[src/rtl/sample_window_buffer.sv]
// Window buffer: fetches a WIN_ROWS x WIN_COLS pixel window over the SI read channel,
// either as a full reload or by sliding the held window left by STEP columns.
module sample_window_buffer #(
    parameter int PIX_W    = 8,
    parameter int BUS_PIX  = 4,
    parameter int WIN_ROWS = 3,
    parameter int WIN_COLS = 4,
    parameter int STEP     = 2,
    parameter int ADDR_W   = 20,
    parameter int DIM_W    = 12
) (
    input  logic                                clk,
    input  logic                                n_rst,
    input  logic [DIM_W-1:0]                    image_width,
    input  logic                                fill_buff,
    input  logic                                slide,
    input  logic [ADDR_W-1:0]                   ED_rpixNum,
    input  logic                                SI_dfb,
    input  logic [BUS_PIX*PIX_W-1:0]            SI_rdata,
    output logic [1:0]                          SI_mode,
    output logic [ADDR_W-1:0]                   SI_rpixNum,
    output logic                                buff_filled,
    output logic                                busy,
    output logic                                win_valid,
    output logic [WIN_ROWS*WIN_COLS*PIX_W-1:0]  ED_rdata
);

    localparam int WPR    = WIN_COLS / BUS_PIX;
    localparam int ROW_W  = (WIN_ROWS > 1) ? $clog2(WIN_ROWS) : 1;
    localparam int WORD_W = (WPR > 1) ? $clog2(WPR) : 1;

    localparam logic [ROW_W-1:0]  LAST_ROW  = ROW_W'(WIN_ROWS - 1);
    localparam logic [WORD_W-1:0] LAST_WORD = WORD_W'(WPR - 1);
    localparam logic [ADDR_W-1:0] SLIDE_OFS = ADDR_W'(WIN_COLS - STEP);
    localparam logic [ADDR_W-1:0] BUS_OFS   = ADDR_W'(BUS_PIX);

    typedef enum logic [1:0] {IDLE, REQ, DONE} state_t;

    state_t              state;
    logic                slide_eff;
    logic [ROW_W-1:0]    row;
    logic [WORD_W-1:0]   word;
    logic [ADDR_W-1:0]   row_base;
    logic [PIX_W-1:0]    shadow     [WIN_ROWS][WIN_COLS];
    logic [PIX_W-1:0]    window     [WIN_ROWS][WIN_COLS];
    logic [PIX_W-1:0]    shadow_nxt [WIN_ROWS][WIN_COLS];
    logic                row_end;
    logic                last_word;
    logic [ADDR_W-1:0]   next_row_base;

    // Shadow image after merging the current SI word into the active row.
    always_comb begin
        row_end       = slide_eff || (word == LAST_WORD);
        last_word     = row_end && (row == LAST_ROW);
        next_row_base = row_base + ADDR_W'(image_width);
        shadow_nxt    = shadow;
        for (int unsigned r = 0; r < WIN_ROWS; r++) begin
            if (ROW_W'(r) == row) begin
                if (slide_eff) begin
                    for (int unsigned c = 0; c < WIN_COLS - STEP; c++)
                        shadow_nxt[r][c] = window[r][c + STEP];
                    for (int unsigned i = 0; i < STEP; i++)
                        shadow_nxt[r][WIN_COLS - STEP + i] = SI_rdata[i*PIX_W +: PIX_W];
                end else begin
                    for (int unsigned w = 0; w < WPR; w++) begin
                        if (WORD_W'(w) == word) begin
                            for (int unsigned i = 0; i < BUS_PIX; i++)
                                shadow_nxt[r][w*BUS_PIX + i] = SI_rdata[i*PIX_W +: PIX_W];
                        end
                    end
                end
            end
        end
    end

    always_comb begin
        ED_rdata = '0;
        for (int unsigned r = 0; r < WIN_ROWS; r++)
            for (int unsigned c = 0; c < WIN_COLS; c++)
                ED_rdata[(r*WIN_COLS + c)*PIX_W +: PIX_W] = window[r][c];
    end

    always_ff @(posedge clk or negedge n_rst) begin
        if (!n_rst) begin
            state       <= IDLE;
            slide_eff   <= 1'b0;
            row         <= '0;
            word        <= '0;
            row_base    <= '0;
            shadow      <= '{default: '0};
            window      <= '{default: '0};
            SI_mode     <= 2'b00;
            SI_rpixNum  <= '0;
            buff_filled <= 1'b0;
            busy        <= 1'b0;
            win_valid   <= 1'b0;
        end else begin
            case (state)
                IDLE: begin
                    buff_filled <= 1'b0;
                    if (fill_buff) begin
                        state      <= REQ;
                        slide_eff  <= slide & win_valid;
                        row        <= '0;
                        word       <= '0;
                        row_base   <= ED_rpixNum;
                        SI_rpixNum <= ED_rpixNum + ((slide & win_valid) ? SLIDE_OFS : '0);
                        SI_mode    <= 2'b01;
                        busy       <= 1'b1;
                    end
                end
                REQ: begin
                    if (SI_dfb) begin
                        shadow <= shadow_nxt;
                        if (last_word) begin
                            // Commit includes the word captured on this same edge.
                            window      <= shadow_nxt;
                            win_valid   <= 1'b1;
                            state       <= DONE;
                            SI_mode     <= 2'b00;
                            busy        <= 1'b0;
                            buff_filled <= 1'b1;
                        end else if (row_end) begin
                            row        <= row + ROW_W'(1);
                            word       <= '0;
                            row_base   <= next_row_base;
                            SI_rpixNum <= next_row_base + (slide_eff ? SLIDE_OFS : '0);
                        end else begin
                            word       <= word + WORD_W'(1);
                            SI_rpixNum <= SI_rpixNum + BUS_OFS;
                        end
                    end
                end
                DONE: begin
                    buff_filled <= 1'b0;
                    state       <= IDLE;
                end
                default: state <= IDLE;
            endcase
        end
    end

endmodule

[config.mk]
export PLATFORM = sky130hd
export DESIGN_NAME = sample_window_buffer
export DESIGN_NICKNAME = d
export VERILOG_FILES = /design/src/rtl/sample_window_buffer.sv
export SDC_FILE = /design/constraint.sdc
export NUM_CORES = 1
export LEC_CHECK = 0
export CORE_MARGIN = 2
export CORE_UTILIZATION = 50
export CTS_BUF_LIST = sky130_fd_sc_hd__clkbuf_4 sky130_fd_sc_hd__clkbuf_8
export CTS_CLUSTER_DIAMETER = 120
export DETAILED_ROUTE_END_ITERATION = 8
export GPL_ROUTABILITY_DRIVEN = 0
export GPL_TIMING_DRIVEN = 0
export PLACE_DENSITY = 0.85
export SYNTH_ARGS = -nofsm -noshare
export SYNTH_HDL_FRONTEND = slang
export SYNTH_SLANG_ARGS = --single-unit
[constraint.sdc]
create_clock -name clk -period 8.92 [get_ports clk]
set_input_delay 1.784 -clock clk [delete_from_list [all_inputs] [get_ports clk]]
set_output_delay 1.784 -clock clk [all_outputs]
set_load 0.01 [all_outputs]
* Word level (Yosys, flattened, before mapping)
Index checks and enable logic that the tools add are counted.
** Storage, ports and cells
- Memories kept :: 0
- Output and inout port bits :: 121
- Bits in read-only memories :: 0
- Logic and storage cells :: 112
- Bits in writable memories :: 0
- Input bits :: 69
- Latch bits :: 0
- Bits in registers :: 243
** Cells by class
- Reduce and logical (&&, ||, !) cells :: 15
- Magnitude comparators :: 0
- Divide/modulo/power cells :: 0
- Multipliers :: 0
- Multiplexer cells :: 45
- Shifts and indexed selects :: 0
- Bitwise gates (word level) :: 2
- Eq/ne operators :: 10
- Add/sub/neg operators :: 6
** Operators by type and width (number)
- $mux W32 :: 9
- $mux W20 :: 8
- $pmux W20 S2 :: 2
- $add A20 B2 Y20 :: 2
- $mux W2 :: 11
- $add A20 B12 Y20 :: 1
- $add A20 B3 Y20 const B :: 1
- $pmux W2 S2 :: 3
- $ne A2 B2 Y1 const B :: 5
- $mux W1 :: 9
- $reduce_and A3 Y1 :: 3
- $reduce_and A4 Y1 :: 2
- $pmux W1 S2 :: 3
- $reduce_and A5 Y1 :: 1
- $eq A2 B2 Y1 const B :: 2
- $logic_not A2 Y1 :: 2
- $reduce_and A2 Y1 :: 2
- $reduce_bool A2 Y1 :: 2
- $add A2 B1 Y2 const B :: 1
- $eq A1 B2 Y1 const A :: 1
- $eq A2 B1 Y1 const B :: 1
- $eq A2 B2 Y1 const A :: 1
- $reduce_or A2 Y1 :: 1
- $add A1 B1 Y1 const B :: 1
- other kinds (4) :: 4

* Longest topological paths before layout
- Word-level depth :: 6
- Mapped depth :: 12
- Depth with buffers taken out :: 11

* Worst setup path before layout
OpenSTA, ideal clock, no wires.
- Path type :: input to register
- From :: input image_width[0]
- To :: register SI_rpixNum[19]
- Buffers on the path :: 0
- Path slack :: 4489 ps
- Data required time :: 8819 ps
- Setup time :: 101 ps
- Stages :: 11
- Arrival :: 4331 ps
- Cell sequence :: ha_1 > fa_1 > a21oi_1 > o211ai_1 > a21o_1 > a2111oi_4 > nand4_1 > nor4_2 > nand4_2 > xnor2_1 > o311ai_2
** Between the ends
- Cells in the longest elaborated chain, start to end :: 6
** Ends and longest elaborated chain
- start, declared :: line 14 : input logic [DIM_W-1:0] image_width,
- $add A20 B12 Y20 :: line 55 : next_row_base = row_base + ADDR_W'(image_width);
- $add A20 B2 Y20 :: line 127 : SI_rpixNum <= next_row_base + (slide_eff ? SLIDE_OFS : '0);
- $mux W20 :: line 123 : end else if (row_end) begin
- $mux W20 :: line 115 : if (last_word) begin
- $mux W20 :: line 113 : if (SI_dfb) begin
- $pmux W20 S2 :: line 98 : case (state)
- end signal, assigned :: line 107 : SI_rpixNum <= ED_rpixNum + ((slide & win_valid) ? SLIDE_OFS : '0);
- end signal, assigned :: line 127
- end signal, assigned :: line 130 : SI_rpixNum <= SI_rpixNum + BUS_OFS;
- end, declared :: line 21 : output logic [ADDR_W-1:0] SI_rpixNum,
No other way between the ends. The select of a mux whose other input is x is not followed.
A chain may end at the register's enable or synchronous reset.

* Worst setup path after layout
Same ends and word-level chain as after synthesis.

==> out/summary.txt <==
Worst Max-Slew Pin Slew = 1.00 ns
Initial Util = 0.511
Outcome = complete, no violations
Final-report hold violation count = 0
Sequential area share after synthesis = 0.458
Pwr dens = 395 nW/µm²
Final Slew Violations = 0
Clk_skew = 0.0487 ns
Htree depth = 2
Synth cell count leaders = dfrtp_1 (213), nand2_1 (213), o21ai_0 (165), nor2_1 (122), clkbuf_1 (88)
All-Layer GR Usage = 0.320
Antenna Nets Post-Route = 0
Initial drt markers = 1,518
Critical path class = primary input to register
Max VDD drop = 0.000184 V
Post-CTS Setup Bufs = 0
Number of synthesized flops with an enable pin = 0
Die Height = 157 µm
Final Cell Area = 14,800 µm²
Setup tns final = 0 ns
Top-area cell type share of the netlist area = 0.458
CTS tree = done
CP endpoint kind = register
Vias = 11,800
Global-route wire length before repair = 60,700 µm
Critical Path RT = 9.34 ns
Largest net degree at the start of global routing = 129
Post-synthesis async set-or-reset flop share = 1.00
FP Rows = 55
CP max FO = 7
Number of antenna violations at the first check in global routing = 0
Number of remaining DRC errors = 0
CTS buffer count = 36
RSZ-0062 raised after global routing = no
Post-synthesis register bit count = 213
MaxCap Viol Count = 0
Post-cts sizing count = 0
Fmax = 203 MHz
Clock sinks = 213
Clock tree buffer depth = 3
Ys flop type = dfrtp_1
Share of post-route cells with drive strength above 1 = 0.0621
Fin crit period = 4.93 ns
Clock root buffer = clkbuf_8
IO Port Bufs = 188
Final Cycle Share = 0.553
CP Launch Type = primary input
Pre-CTS WS = 3.56 ns
Final Net Count = 1,627
Diode count = 0
Max-slew headroom = 0.333
Cell area after placement = 14,000 µm²
Critical Path AT = 5.35 ns
Gr ovfl total = 0
Die ar. = 24,500 µm²
Post-Syn Instances = 1,310
Post-synth cell types = 70
Setup WS post-layout = 3.99 ns
Hold Path Class = register to register
Vias in the first global route = 11,100
Area delta synth->final = 27.1%
Clock transition at path regs = 0.06 ns
Core area = 22,800 µm²
Static leakage = 6.29 nW
Sum of routed wire length over all layers = 39,300 µm
Hold buffers post-CTS = 0
Util after Layout = 0.650
Syn Std Cell Area = 11,600 µm²
I/O pin cnt = 190
Syn Nets = 1,400
Yosys synthesis warning count = 0
Worst-skew pair later-pin latency = 0.56 ns
DR pass1 iterations = 6
Die Width = 157 µm
Final setup viols = 0
Synth top area cells = dfrtp_1 (46%), o21ai_0 (7.1%), nand2_1 (6.9%), nor2_1 (3.9%), a221oi_1 (3.9%)
Synth area leader = dfrtp_1
WL/cell = 21.0 µm
Final HPWL DP = 28,800 µm
Vias per cell = 6.31
Syn_area_per_cell = 8.89 µm²
flip-flops by register name, summed over array words and instances, names as in the netlist, 2 cells and up:
| signal | flops |
|---|---|
| shadow | 68 |
| ED_rdata | 96 |
| state | 2 |
| SI_rpixNum | 20 |
| row_base | 20 |
| row | 2 |
layout make-up:
class                           count  area, µm²
Timing Repair Buffer              189       1910
Clock buffer                       51        683
Inverter                           11       41.3
Multi-Input combinational cell    987       5880
Buffer                             99        392
Fill cell                        1864       7980
Sequential cell                   213       5330
Clock inverter                     12        166
Tap cell                          313        392
layer usage:
layer | vias up | GRT usage | wire, µm
met3 | 162 | 0.0903 | 4750
met2 | 866 | 0.483 | 17400
met4 | 0 | 0.138 | 1880
li1 | 5178 | - | -
met5 | - | 0 | 0
met1 | 5623 | 0.431 | 15300
layout by cell type, fill, tap and decap left out, types with 42 or more instances in the layout:
| cell type | n |
|---|---|
| a21oi_1 | 42 |
| a221oi_1 | 52 |
| a22oi_1 | 54 |
| clkbuf_1 | 88 |
| clkbuf_8 | 48 |
| clkdlybuf4s50_1 | 187 |
| dfrtp_1 | 213 |
| nand2_1 | 213 |
| nor2_1 | 122 |
| o21ai_0 | 165 |
logic make-up after synthesis:
family                   share of synthesized area
AND/OR/NAND/NOR                              0.178
AO/OA/AOI/OAI                                0.253
flip-flops                                   0.458
buffers and inverters                       0.0372
XOR/XNOR                                    0.0397
adder cells (fa/ha/maj)                     0.0232
multiplexers                                0.0113
other                                     0.000322
worst paths after layout:
path | start | end | slack, ns | cells past startpoint
setup / recovery | image_width[0] | SI_rpixNum[19]$_DFFE_PN0P_ | 3.99 | 12
hold reg to reg | ED_rdata[64]$_DFFE_PN0P_ | ED_rdata[64]$_DFFE_PN0P_ | 0.48 | 1
setup reg to reg | row_base[0]$_DFFE_PN0P_ | SI_rpixNum[19]$_DFFE_PN0P_ | 5.30 | 11
hold / removal | ED_rdata[64]$_DFFE_PN0P_ | ED_rdata[64]$_DFFE_PN0P_ | 0.48 | 1
min in group asynchronous | n_rst | row_base[12]$_DFFE_PN0P_ | 1.24 | 1
max in group asynchronous | n_rst | shadow[35]$_DFFE_PN0P_ | 6.66 | 2
worst max-delay path, stage by stage:
cell             delay, ns
clkdlybuf4s50_1       0.42
ha_1                  0.26
fa_1                  0.46
a211oi_1              0.41
o21ai_1               0.16
a31oi_1               0.22
xnor2_1               0.33
nand4_1               0.30
nor4_2                0.39
nand4_2               0.16
xnor2_1               0.19
o311ai_2              0.26
metrics by stage:
| stage | power [mW] | hold slack (ns) | instances |
|---|---|---|---|
| global route | 6.20 | 0.494 | 1875 |
| floorplan | 3.46 | 0.450 | 1310 |
| finish | 5.85 | 0.475 | 1875 |
| CTS | 5.77 | 0.480 | 1875 |
| detailed placement | 4.72 | 0.466 | 1812 |
| global placement | 4.61 | 0.460 | 1811 |
report_power, final:
part	internal, mW	total (mW)	switching, mW
Clock	0.612	1.03	0.421
Combinational	1.25	2.97	1.72
Sequential	1.42	1.85	0.421
Total	3.28	5.85	2.56
Note: power is estimated with default switching activity, not from simulation.
